===== src/rtl/adder_arbiter_if.sv =====
`default_nettype none
// ============================================================================
// Module   : adder_arbiter_if
// Brief    : Request, shared-adder and response signals of adder_arbiter.
// Revision : 1.0
// ============================================================================
interface adder_arbiter_if #(
  parameter int WIDTH = 32,
  parameter int N_REQ = 4
);
  localparam int ID_W = (N_REQ > 1) ? $clog2(N_REQ) : 1;

  logic [N_REQ-1:0]       req_valid;
  logic [N_REQ*WIDTH-1:0] req_a;
  logic [N_REQ*WIDTH-1:0] req_b;
  logic [N_REQ-1:0]       req_ready;
  logic [WIDTH-1:0]       add_a;
  logic [WIDTH-1:0]       add_b;
  logic [WIDTH-1:0]       add_sum;
  logic                   rsp_valid;
  logic [ID_W-1:0]        rsp_id;
  logic [WIDTH-1:0]       rsp_sum;
  logic                   rsp_ready;

  // Arbiter side
  modport slave (
    input  req_valid, req_a, req_b, add_sum, rsp_ready,
    output req_ready, add_a, add_b, rsp_valid, rsp_id, rsp_sum
  );

  // Requester / adder / consumer side
  modport master (
    output req_valid, req_a, req_b, add_sum, rsp_ready,
    input  req_ready, add_a, add_b, rsp_valid, rsp_id, rsp_sum
  );
endinterface
`default_nettype wire


===== src/rtl/adder_arbiter.sv =====
`default_nettype none
// ============================================================================
// Module   : adder_arbiter
// Brief    : Round-robin arbiter sharing one combinational adder among
//            N_REQ requesters; one transaction in flight at a time.
// Revision : 1.0
// ============================================================================
module adder_arbiter #(
  parameter int WIDTH = 32,
  parameter int N_REQ = 4
) (
  input  logic           clk,
  input  logic           rst,
  adder_arbiter_if.slave bus
);
  localparam int ID_W = (N_REQ > 1) ? $clog2(N_REQ) : 1;

  typedef enum logic [1:0] {
    S_IDLE  = 2'd0,
    S_ISSUE = 2'd1,
    S_HOLD  = 2'd2
  } state_t;

  state_t           r_state;
  state_t           w_state_nxt;
  logic [ID_W-1:0]  r_ptr;
  logic [ID_W-1:0]  r_id;
  logic [ID_W-1:0]  r_rsp_id;
  logic [WIDTH-1:0] r_op_a;
  logic [WIDTH-1:0] r_op_b;
  logic [WIDTH-1:0] r_rsp_sum;
  logic             r_rsp_valid;

  logic [ID_W-1:0]  w_cand;
  logic [ID_W-1:0]  w_win;
  logic             w_found;
  logic             w_grant;
  logic [N_REQ-1:0] w_req_ready;

  // Search starts at the pointer; N_REQ is a power of two so index wrap is free.
  always_comb begin
    w_cand  = r_ptr;
    w_win   = r_ptr;
    w_found = 1'b0;
    for (int k = 0; k < N_REQ; k++) begin
      w_cand = r_ptr + ID_W'(k);
      if (!w_found && bus.req_valid[w_cand]) begin
        w_win   = w_cand;
        w_found = 1'b1;
      end
    end
  end

  always_comb begin
    w_state_nxt = r_state;
    w_grant     = 1'b0;
    w_req_ready = '0;
    case (r_state)
      S_IDLE: begin
        if (w_found && !rst) begin
          w_grant            = 1'b1;
          w_req_ready[w_win] = 1'b1;
          w_state_nxt        = S_ISSUE;
        end
      end
      S_ISSUE: w_state_nxt = S_HOLD;
      S_HOLD: begin
        if (bus.rsp_ready) begin
          w_state_nxt = S_IDLE;
        end
      end
      default: w_state_nxt = S_IDLE;
    endcase
  end

  always_ff @(posedge clk) begin
    if (rst) begin
      r_state     <= S_IDLE;
      r_ptr       <= '0;
      r_id        <= '0;
      r_op_a      <= '0;
      r_op_b      <= '0;
      r_rsp_valid <= 1'b0;
      r_rsp_id    <= '0;
      r_rsp_sum   <= '0;
    end else begin
      r_state <= w_state_nxt;
      if (w_grant) begin
        r_ptr  <= w_win + ID_W'(1);
        r_id   <= w_win;
        r_op_a <= bus.req_a[w_win*WIDTH +: WIDTH];
        r_op_b <= bus.req_b[w_win*WIDTH +: WIDTH];
      end
      // The adder gets the whole ISSUE cycle to settle before its sum is taken.
      if (r_state == S_ISSUE) begin
        r_rsp_sum   <= bus.add_sum;
        r_rsp_id    <= r_id;
        r_rsp_valid <= 1'b1;
      end else if (r_state == S_HOLD && bus.rsp_ready) begin
        r_rsp_valid <= 1'b0;
      end
    end
  end

  assign bus.req_ready = w_req_ready;
  assign bus.add_a     = r_op_a;
  assign bus.add_b     = r_op_b;
  assign bus.rsp_valid = r_rsp_valid;
  assign bus.rsp_id    = r_rsp_id;
  assign bus.rsp_sum   = r_rsp_sum;

endmodule
`default_nettype wire

===== src/flat_wrapper.sv =====
// flat-port wrapper written by rule: the top's interface ports become plain ports
module adder_arbiter_flat 
#(
  parameter int WIDTH = 32,
  parameter int N_REQ = 4
)
  (clk, rst, bus_req_valid, bus_req_a, bus_req_b, bus_add_sum, bus_rsp_ready, bus_req_ready, bus_add_a, bus_add_b, bus_rsp_valid, bus_rsp_id, bus_rsp_sum);
  adder_arbiter_if #(.WIDTH(WIDTH), .N_REQ(N_REQ)) bus_i ();
  input  logic clk;
  input  logic rst;
  input wire logic [$bits(bus_i.req_valid)-1:0] bus_req_valid;
  input wire logic [$bits(bus_i.req_a)-1:0] bus_req_a;
  input wire logic [$bits(bus_i.req_b)-1:0] bus_req_b;
  input wire logic [$bits(bus_i.add_sum)-1:0] bus_add_sum;
  input wire logic [$bits(bus_i.rsp_ready)-1:0] bus_rsp_ready;
  output wire logic [$bits(bus_i.req_ready)-1:0] bus_req_ready;
  output wire logic [$bits(bus_i.add_a)-1:0] bus_add_a;
  output wire logic [$bits(bus_i.add_b)-1:0] bus_add_b;
  output wire logic [$bits(bus_i.rsp_valid)-1:0] bus_rsp_valid;
  output wire logic [$bits(bus_i.rsp_id)-1:0] bus_rsp_id;
  output wire logic [$bits(bus_i.rsp_sum)-1:0] bus_rsp_sum;
  assign bus_i.req_valid = bus_req_valid;
  assign bus_i.req_a = bus_req_a;
  assign bus_i.req_b = bus_req_b;
  assign bus_i.add_sum = bus_add_sum;
  assign bus_i.rsp_ready = bus_rsp_ready;
  assign bus_req_ready = bus_i.req_ready;
  assign bus_add_a = bus_i.add_a;
  assign bus_add_b = bus_i.add_b;
  assign bus_rsp_valid = bus_i.rsp_valid;
  assign bus_rsp_id = bus_i.rsp_id;
  assign bus_rsp_sum = bus_i.rsp_sum;
  adder_arbiter #(.WIDTH(WIDTH), .N_REQ(N_REQ)) u_core (.clk(clk), .rst(rst), .bus(bus_i));
endmodule

===== config.mk =====
export PLATFORM = sky130hd
export DESIGN_NAME = adder_arbiter_flat
export DESIGN_NICKNAME = d
export VERILOG_FILES = /design/src/rtl/adder_arbiter_if.sv /design/src/rtl/adder_arbiter.sv /design/src/flat_wrapper.sv
export SDC_FILE = /design/constraint.sdc
export NUM_CORES = 1
export LEC_CHECK = 0
export CAP_MARGIN = 10
export CORE_AREA = 2 2 155 157
export CTS_CLUSTER_DIAMETER = 200
export CTS_CLUSTER_SIZE = 10
export DETAILED_ROUTE_END_ITERATION = 10
export DIE_AREA = 0 0 157 159
export SLEW_MARGIN = 0
export SYNTH_ARGS = -nofsm -noshare
export SYNTH_HDL_FRONTEND = slang
export SYNTH_SLANG_ARGS = --single-unit

===== constraint.sdc =====
create_clock -name clk -period 2 [get_ports clk]
set_input_delay 0.4 -clock clk [delete_from_list [all_inputs] [get_ports clk]]
set_output_delay 0.4 -clock clk [all_outputs]
set_load 0.05 [all_outputs]

# After elaboration in Yosys (flattened, before gate mapping)

Cells that the tools add are included.

$add $sub $neg: 4
Multipliers: 0
Divide/modulo/power cells: 0
$lt $le $gt $ge: 6
Equal/unequal tests: 4
Shift-type cells: 2
Multiplexer cells: 26
Bitwise logic cells: 0
Reductions and logical operators: 13

Operator list:

| cell                                                                     | count |
|---|---|
| 128-bit by 8-bit indexed part select with 32-bit output                  | 2 |
| 2-bit by 3-bit < comparator with 1-bit output (second input constant)    | 5 |
| 1-bit 2-to-1 mux                                                         | 13 |
| 2-bit 2-to-1 mux                                                         | 5 |
| 1-bit binary-select mux with 2-bit select                                | 4 |
| 4-bit 2-to-1 mux                                                         | 2 |
| 1-bit logical AND                                                        | 6 |
| 2-bit case mux with 3 select lines                                       | 1 |
| 2-bit by 1-bit adder with 2-bit output (second input constant)           | 2 |
| 2-bit adder (second input constant)                                      | 2 |
| 1-bit zero test                                                          | 4 |
| 1-bit demux with 2-bit select                                            | 1 |
| 2-bit by 1-bit == test with 1-bit output (second input constant)         | 1 |
| 2-bit == test (second input constant)                                    | 1 |
| 2-bit by 1-bit >= comparator with 1-bit output (second input constant)   | 1 |
| 2-bit zero test                                                          | 1 |
| 2-bit by 1-bit inequality test with 1-bit output (second input constant) | 1 |
| 2-bit inequality test (second input constant)                            | 1 |
| 2-bit AND reduction                                                      | 1 |
| 2-bit nonzero test                                                       | 1 |

Flip-flop bits (word level): 105
Latch bits: 0
Memory bits (writable): 0
Memory bits (read-only): 0
Input port bits: 295
Output and inout bits: 103
Memories kept: 0

# Longest topological paths before layout

Gate-level depths: netlist (run 1).

Word-level depth: 18
Depth in mapped cells: 8

# Worst setup path after synthesis (run 1)

OpenSTA, ideal clock, no wires.

Path type: input-to-output
Start point: input bus_req_valid[0]
End point: output bus_req_ready[1]
Data arrival time: 2068 ps
Data required time: 1600 ps
Path slack: -468 ps
Cell stages on the path: 7
Path buffers: 3
Cells stage by stage: nor2_2 -> nand2_1 -> a221o_1 -> clkbuf_1 -> buf_6 -> buf_6 -> nor2_1

Longest elaborated chain between the ends: 18
Elaborated cells between the ends (all ways): 29
Classes of those cells: order compare (2); mux (19); reduce/logical (8)

RTL lines:

| item                                                                                                                                         | RTL line            | RTL |
|---|---|---|
| from (decl)                                                                                                                                  | flat_wrapper.sv:11  | `input wire logic [$bits(bus_i.req_valid)-1:0] bus_req_valid;` |
| 1-bit binary-select mux with 2-bit select                                                                                                    | adder_arbiter.sv:47 | `if (!w_found && bus.req_valid[w_cand]) begin` |
| 1-bit 2-to-1 mux (implied by the code)                                                                                                       | adder_arbiter.sv:47 |  |
| 1-bit 2-to-1 mux                                                                                                                             | adder_arbiter.sv:47 |  |
| 1-bit zero test                                                                                                                              | adder_arbiter.sv:47 |  |
| 1-bit logical AND                                                                                                                            | adder_arbiter.sv:47 |  |
| 1-bit 2-to-1 mux                                                                                                                             | adder_arbiter.sv:47 |  |
| 1-bit zero test                                                                                                                              | adder_arbiter.sv:47 |  |
| 1-bit logical AND                                                                                                                            | adder_arbiter.sv:47 |  |
| [2 not listed]                                                                                                                               | -                   |  |
| 1-bit logical AND                                                                                                                            | adder_arbiter.sv:47 |  |
| 2-bit 2-to-1 mux                                                                                                                             | adder_arbiter.sv:47 |  |
| 2-bit by 3-bit < comparator with 1-bit output (implied by the code) / 2-bit by 1-bit >= comparator with 1-bit output (equally long branches) | adder_arbiter.sv:62 | `w_req_ready[w_win] = 1'b1;` |
| 1-bit logical AND (implied by the code)                                                                                                      | adder_arbiter.sv:62 |  |
| 1-bit 2-to-1 mux (implied by the code)                                                                                                       | adder_arbiter.sv:62 |  |
| 1-bit demux with 2-bit select                                                                                                                | -                   |  |
| 4-bit 2-to-1 mux (*)                                                                                                                         | adder_arbiter.sv:60 | `if (w_found && !rst) begin` |
| 4-bit 2-to-1 mux (*)                                                                                                                         | adder_arbiter.sv:58 | `case (r_state)` |
| to (decl)                                                                                                                                    | flat_wrapper.sv:16  | `output wire logic [$bits(bus_i.req_ready)-1:0] bus_req_ready;` |

Mark *: on every way between the ends. The rest lies on a longest branch, timed or not. The select of a mux whose other input is x is not followed.

# Final worst setup path (run 1)

Start point: register u_core.r_ptr[0]
End point: output bus_req_ready[1]

Longest elaborated chain between the ends: 18
Elaborated cells between the ends (all ways): 32
Classes of those cells: add/sub (3); order compare (2); mux (19); reduce/logical (8)

RTL lines:

| item                                                                                   | RTL line            | RTL |
|---|---|---|
| from (decl)                                                                            | adder_arbiter.sv:26 | `logic [ID_W-1:0] r_ptr;` |
| from (signal assigned)                                                                 | adder_arbiter.sv:89 | `r_ptr <= w_win + ID_W'(1);` |
| branches (longest 16 deep; another with 2-bit by 3-bit < comparator with 1-bit output) | -                   |  |
| 4-bit 2-to-1 mux (*)                                                                   | adder_arbiter.sv:60 |  |
| 4-bit 2-to-1 mux (*)                                                                   | adder_arbiter.sv:58 |  |

Mark *: on every way between the ends. The select of a mux whose other input is x is not followed.

==> metrics.md, run 1 <==
| Metric | Value |
|---|---|
| Outcome | `complete, but fails checks` |
| Failing checks | `setup timing` |
| Power density over the cells | `862 mW/mm^2` |
| # rows | `56` |
| Combinational fraction of design power | `49.2%` |
| Cells after Synth | `553` |
| Final Max Slew Viols | `0` |
| VDD IR-drop max | `505 uV` |
| Post-route design area | `0.0104 mm^2` |
| Worst Hold Slack | `0.455 ns` |
| Commonest non-fill, non-tap cell in the layout | `clkdlybuf4s50_1` |
| Vias per inst | `4.50` |
| TritonRoute pass-1 iters | `4` |
| Worst-path fanout max | `4` |
| Share of layout cells above drive strength 1 | `11.8%` |
| Least-Margin Pin Slew | `0.563 ns` |
| Register area share after synthesis | `40.6%` |
| Gr usage total | `between 15 and 20%` |
| Clk sinks | `105` |
| Synthesized area | `0.00517 mm^2` |
| Nature of the critical path startpoint | `flip-flop` |
| Final GP Congestion | `approximately 0.83` |
| Fin crit share | `105%` |
| Hold buffers post-CTS | `0` |
| Vias | `5827` |
| Critical path type | `flip-flop to primary output` |
| Arr. time, crit path | `between 1.5 and 2 ns` |
| Fin Setup TNS | `-0.375 ns` |
| Routed Antenna Nets | `0` |
| Tmin final | `roughly 2.1 ns` |
| Die X | `157 um` |
| Worst skew pair latency | `0.36 ns` |
| Initial Util | `22.3%` |
| CTS Buf Count | `9` |
| Vias in the first global route | `6136` |
| WL/cell | `17.9 um` |
| Register share of total power | `29.2%` |
| Hold depth | `2` |
| Placed cells | `1265` |
| Hold Vio Cnt, Final | `0` |
| Clk pwr share | `21.5%` |
| Yosys warns | `0` |
| Syn Nets | `848` |
| Final setup vio count | `4` |
| Height of the chip | `159 um` |
| Area Overhead vs Synth | `101%` |
| Cell internal pwr | `5.39 mW` |
| Dpl hpwl | `17400 um` |
| PortBufs | `397` |
| CTS H-tree depth | `3` |
| RSZ-0062 raised after global routing | `true` |
| Post-Route Skew | `0.0130 ns` |
| Max clock buf depth | `2` |
| Most frequent cells in the layout | `376 x clkdlybuf4s50_1, 132 x nand2_1, 130 x mux2i_1` |
| Crit end category | `primary output` |
| Root buffer selected by CTS | `clkbuf_16` |
| Static Leak | `4.32 nW` |
| Worst setup margin | `-0.107 ns` |
| Total gr overflow | `0` |
| CTS tree | `yes` |
| Rel. slew slack | `between 60% and 70%` |
| Core box area | `0.0232 mm^2` |
| Max Clk Rate | `475 MHz` |
| Largest net degree at the start of global routing | `50` |
| Avg Cell Area, Syn | `9.36 um^2` |
| IO Count | `398` |
| Hold Crit Class | `flip-flop to flip-flop` |
| FF-to-FF path depth | `8` |
| CP Data Required Time | `1.60 ns` |
| Final cell count without fillers | `1296` |
| Remaining DRCs | `0` |
| Die ar. | `between 0.02 and 0.025 mm^2` |
| Number of synthesized register bits | `105` |
| First-pass GRT wire length | `approximately 34000 um` |
| Final core utilization | `44.9%` |
| Nets | `1267` |
| Sw power | `3.58 mW` |
| Initial antenna violation count | `0` |
| DR iter-0 viols | `228` |
| Max-cap violations | `0` |
| Sw Share | `39.9%` |
| Ant diodes | `0` |
| DP Area | `0.00982 mm^2` |
| Post-Route WL | `23100 um` |
| Post-synth cell types | `25` |
| Clock-pin slew on the worst setup and hold paths | `0.08 ns` |
| # fillers | `2219` |
layout make-up:
type                            count  area (um^2)  share of cell area [%]
Timing Repair Buffer              456         4690                    45.1
Clock inverter                      7         91.3                   0.877
Clock buffer                        9          225                    2.16
Sequential cell                   105         2110                    20.3
Tap cell                          319          399                    3.83
Inverter                            3         11.3                   0.108
Multi-Input combinational cell    397         2880                    27.7
worst paths after layout:
kind	startpoint	slack, ns	to
max	u_core.r_ptr[0]	-0.11	bus_req_ready[1]
min	u_core.bus.rsp_sum[5]	0.45	u_core.bus.rsp_sum[5]
max reg2reg	u_core.r_ptr[0]	0.08	u_core.bus.add_a[24]
min reg2reg	u_core.bus.rsp_sum[5]	0.45	u_core.bus.rsp_sum[5]
worst max-delay path: stages, from the launching register on:
cell	delay, ns
dfxtp_4	0.37
nand2b_4	0.14
o21ai_4	0.07
a221o_4	0.38
buf_12	0.14
nor2_4	0.11
buf_12	0.14
power groups by stage:
stage / sequential, mW / combinational, mW / clock (mW)
after floorplan: 3.76 / 1.40 / 0
after global placement: 2.66 / 4.25 / 0
after detailed placement: 2.66 / 4.26 / 0
after CTS: 2.62 / 4.33 / 2.01
after global routing: 2.67 / 4.66 / 2.09
final: 2.62 / 4.42 / 1.93
metrics by stage:
step           power (mW)  setup WS (ns)
5_1_grt              9.41         -0.172
3_3_place_gp         6.91         -0.474
4_1_cts              8.97         -0.128
3_5_place_dp         6.92         -0.516
2_1_floorplan        5.15        0.00467
6_report             8.97         -0.107
flip-flops by register name, indices dropped and copies added, names as in the netlist:
register,cells
u_core.bus.rsp_sum,32
u_core.bus.rsp_valid,1
u_core.r_state,2
u_core.bus.rsp_id,2
u_core.bus.add_b,32
u_core.r_ptr,2
u_core.bus.add_a,32
u_core.r_id,2
cell usage after synthesis:
cell type	n	area [um^2]
nor2_2	1	6.26
nand3b_1	1	7.51
nor2b_1	1	6.26
clkbuf_1	24	90.1
a31oi_1	2	12.5
nand2_1	134	503
a211oi_1	2	15.0
o21ai_0	1	5.00
o21ai_1	1	5.00
or3b_2	1	8.76
mux2i_1	130	1300
xnor2_1	1	8.76
a211oi_4	1	20.0
buf_6	15	169
buf_2	9	45.0
a221o_1	1	10.0
a221oi_2	1	15.0
a21oi_1	37	185
nor3b_1	1	7.51
nand2b_1	5	31.3
and2b_1	1	7.51
nor2_1	11	41.3
o221ai_1	64	561
dfxtp_1	105	2100
inv_1	3	11.3
layer usage:
metal / vias up / global-route usage, % / share of wire, %
li1: 2853 / - / -
met1: 2686 / 18.4 / 37
met2: 263 / 32.5 / 52
met3: 25 / 6.29 / 9.0
met4: 0 / 4.59 / 1.7
met5: - / 0 / 0
what timing repair did:
action,CTS,global route
setup endpoints to repair,66,57
gates resized for setup,22,12
pin swaps,5,7
setup buffers,8,3
cloned,0,4
logic make-up after synthesis:
family | after synthesis | synth area share (%)
AOI/OAI and AO/OA | 110 | 16.0
buffers and inverters | 51 | 6.09
and+or+nand+nor | 156 | 12.0
muxes | 130 | 25.1
DFF | 105 | 40.6
xor gates and xnor gates | 1 | 0.169
(Power assumes the default switching activity.)
==> run 2, diff against run 1 <==
--- a/config.mk
+++ b/config.mk
@@ -5,7 +5,7 @@
 export SDC_FILE = /design/constraint.sdc
 export NUM_CORES = 1
 export LEC_CHECK = 0
-export CAP_MARGIN = 10
+export ABC_CLOCK_PERIOD_IN_PS = 2000
 export CORE_AREA = 2 2 155 157
 export CTS_CLUSTER_DIAMETER = 200
 export CTS_CLUSTER_SIZE = 10
==> results of run 2 <==
The final DEF is identical to that of run 1; final timing and power are the same.
==> run 3, diff against run 2 <==
--- a/config.mk
+++ b/config.mk
@@ -11,6 +11,7 @@
 export CTS_CLUSTER_SIZE = 10
 export DETAILED_ROUTE_END_ITERATION = 10
 export DIE_AREA = 0 0 157 159
+export GPL_TIMING_DRIVEN = 0
 export SLEW_MARGIN = 0
 export SYNTH_ARGS = -nofsm -noshare
 export SYNTH_HDL_FRONTEND = slang
==> run 3 against run 2 <==
  * The flow still finishes with violations (setup timing)
  * Core utilization rose by 0.97 points
  * First-iteration DRC count fell by 7.0%
  * Sequential power about the same
  * Final cell count grew 1.2%
  * Via count rose by 1.8%
  * Worst hold slack worse by 0.0012 ns
  * Flip-flop and latch count stayed put
  * Routed wire length grew 5.7%
  * Maximum frequency is 6.6% lower
  * Cell area is 2.2% higher
  * Sequential share of layout area fell by 0.43 points
  * Clock skew decreased by 0.0043 ns
==> metrics.md, run 3 (same netlist as run 1, synthesis figures left out) <==
| Metric | Value |
|---|---|
| Fin Setup TNS | `-4.41 ns (was -0.375 ns)` |
| Hold buffers post-CTS | `0 (unchanged)` |
| Dpl ws | `-1.44 ns (was -0.516 ns)` |
| Height of the chip | `159 um (unchanged)` |
| Max-cap violations | `0 (unchanged)` |
| # rows | `56 (unchanged)` |
| First-pass GRT wire length | `35100 um (was 33800 um)` |
| TritonRoute pass-1 iters | `4 (unchanged)` |
| DP Area | `0.00961 mm^2 (was 0.00982 mm^2)` |
| Power density over the cells | `873 mW/mm^2 (was 862 mW/mm^2)` |
| Total gr overflow | `0 (unchanged)` |
| Clock-pin slew on the worst setup and hold paths | `0.08 ns (about the same)` |
| Hold Vio Cnt, Final | `0 (unchanged)` |
| Final Total Pwr | `9.28 mW (was 8.97 mW)` |
| Nature of the critical path startpoint | `flip-flop (unchanged)` |
| IO Count | `398 (unchanged)` |
| Critical path type | `flip-flop to primary output (unchanged)` |
| Final Max Slew Viols | `0 (unchanged)` |
| Routed Antenna Nets | `0 (unchanged)` |
| Final GP Congestion | `0.789 (was 0.830)` |
| Commonest non-fill, non-tap cell in the layout | `clkdlybuf4s50_1 (unchanged)` |
| Die X | `157 um (unchanged)` |
| Failing checks | `setup timing (unchanged)` |
| Tmin final | `2.26 ns (was 2.11 ns)` |
| Worst setup margin | `-0.256 ns (was -0.107 ns)` |
| Arr. time, crit path | `1.86 ns (was 1.71 ns)` |
| DR iter-0 viols | `212 (was 228)` |
| Area Overhead vs Synth | `105% (was 101%)` |
| Hold Crit Class | `flip-flop to flip-flop (unchanged)` |
| Ant diodes | `0 (unchanged)` |
| Gr usage total | `18.6% (was 17.5%)` |
| Critical hold path startpoint | `u_core.bus.rsp_sum[30] (was u_core.bus.rsp_sum[5])` |
| Final core utilization | `45.9% (was 44.9%)` |
| Die ar. | `0.0250 mm^2 (unchanged)` |
| Max clock buf depth | `2 (unchanged)` |
| Final setup vio count | `50 (was 4)` |
| Area of the multi-input gates | `0.00299 mm^2 (was 0.00288 mm^2)` |
| Outcome | `complete, but fails checks (unchanged)` |
| Fin crit share | `113% (was 105%)` |
| CTS tree | `yes (unchanged)` |
| Post-Route WL | `24500 um (was 23100 um)` |
| Nets | `1283 (was 1267)` |
| VDD IR-drop max | `484 uV (was 505 uV)` |
| Post-Route Skew | `0.00866 ns (was 0.0130 ns)` |
| Worst skew pair latency | `0.36 ns (about the same)` |
| Reg area | `0.00211 mm^2 (unchanged)` |
| CTS H-tree depth | `3 (unchanged)` |
| Initial Util | `22.3% (unchanged)` |
| Reg2reg start | `u_core.r_ptr[0] (unchanged)` |
| Crit end category | `primary output (unchanged)` |
| Core box area | `0.0232 mm^2 (unchanged)` |
| Max Clk Rate | `443 MHz (was 475 MHz)` |
| Static Leak | `4.31 nW (was 4.32 nW)` |
| Vias | `5933 (was 5827)` |
| CP Data Required Time | `1.60 ns (about the same)` |
| Most frequent cells in the layout | `384 x clkdlybuf4s50_1, 132 x nand2_1, 113 x mux2i_1 (was 376 x clkdlybuf4s50_1, 132 x nand2_1, 130 x mux2i_1)` |
| Worst Hold Slack | `0.453 ns (was 0.455 ns)` |
| Initial antenna violation count | `0 (unchanged)` |
| Vias in the first global route | `5890 (was 6136)` |
| Worst Setup SP | `u_core.r_ptr[0] (unchanged)` |
| Final cell count without fillers | `1312 (was 1296)` |
| WL/cell | `18.6 um (was 17.9 um)` |
| Least-Margin Pin Slew | `0.752 ns (was 0.563 ns)` |
| Dpl hpwl | `18600 um (was 17400 um)` |
| Placed cells | `1268 (was 1265)` |
| Share of layout cells above drive strength 1 | `12.2% (was 11.8%)` |
| RSZ-0062 raised after global routing | `true (unchanged)` |
| PortBufs | `396 (was 397)` |
| Clk sinks | `105 (unchanged)` |
| Root buffer selected by CTS | `clkbuf_16 (unchanged)` |
| CTS Buf Count | `9 (unchanged)` |
| Largest net degree at the start of global routing | `22 (was 50)` |
| Post-route design area | `0.0106 mm^2 (was 0.0104 mm^2)` |
| # fillers | `2317 (was 2219)` |
| Vias per inst | `4.52 (was 4.50)` |
| Remaining DRCs | `0 (unchanged)` |
| Rel. slew slack | `49.9% (was 62.4%)` |
| Worst-path fanout max | `4 (unchanged)` |
==> run 3: repair_timing <==
item / CTS / global route
resized for setup: 110 / 24
setup endpoints to repair: 69 / 71
pin swaps: 29 / 4
setup buffers: 22 / 4
cloned: 6 / 0
==> run 3: routing by layer <==
metal / track usage [%] / wire length, um / up-vias
met5: 0 / 0 / -
met4: 3.71 / 253 / 0
met2: 34.3 / 12500 / 255
met3: 6.02 / 2080 / 16
met1: 20.6 / 9670 / 2780
li1: - / - / 2882
==> run 3: area by class of cell <==
type | instances | area share (%)
clock buffers | 9 | 2.12
clock inverters | 7 | 0.812
plain buffers | 45 | 3.85
well taps | 319 | 3.75
flip-flops and latches | 105 | 19.8
repair buffers | 427 | 41.4
multi-input cells | 397 | 28.1
inverters | 3 | 0.106
==> run 3: critical path, cell delays in order (launching register included) <==
cell and delay (ns):
dfxtp_4 0.37, nand2b_4 0.13, o21ai_2 0.06, a221o_2 0.42
buf_12 0.15, buf_12 0.13, nor2_4 0.09, buf_8 0.15
==> run 3: path summary, 6_finish.rpt <==
path                                  to  cells after the start  slack (ns)
hold / removal    u_core.bus.rsp_sum[30]                      2        0.45
hold reg to reg   u_core.bus.rsp_sum[30]                      2        0.45
setup / recovery        bus_req_ready[1]                      7       -0.26
setup reg to reg     u_core.bus.add_b[1]                      9       -0.16
==> run 3: where the power goes <==
part	total [mW]	leakage [nW]	switching, mW	internal (mW)
combinational	4.80	3.29	2.54	2.26
clock	1.86	0.150	0.967	0.898
sequential	2.62	0.866	0.183	2.43
total	9.28	4.31	3.69	5.60
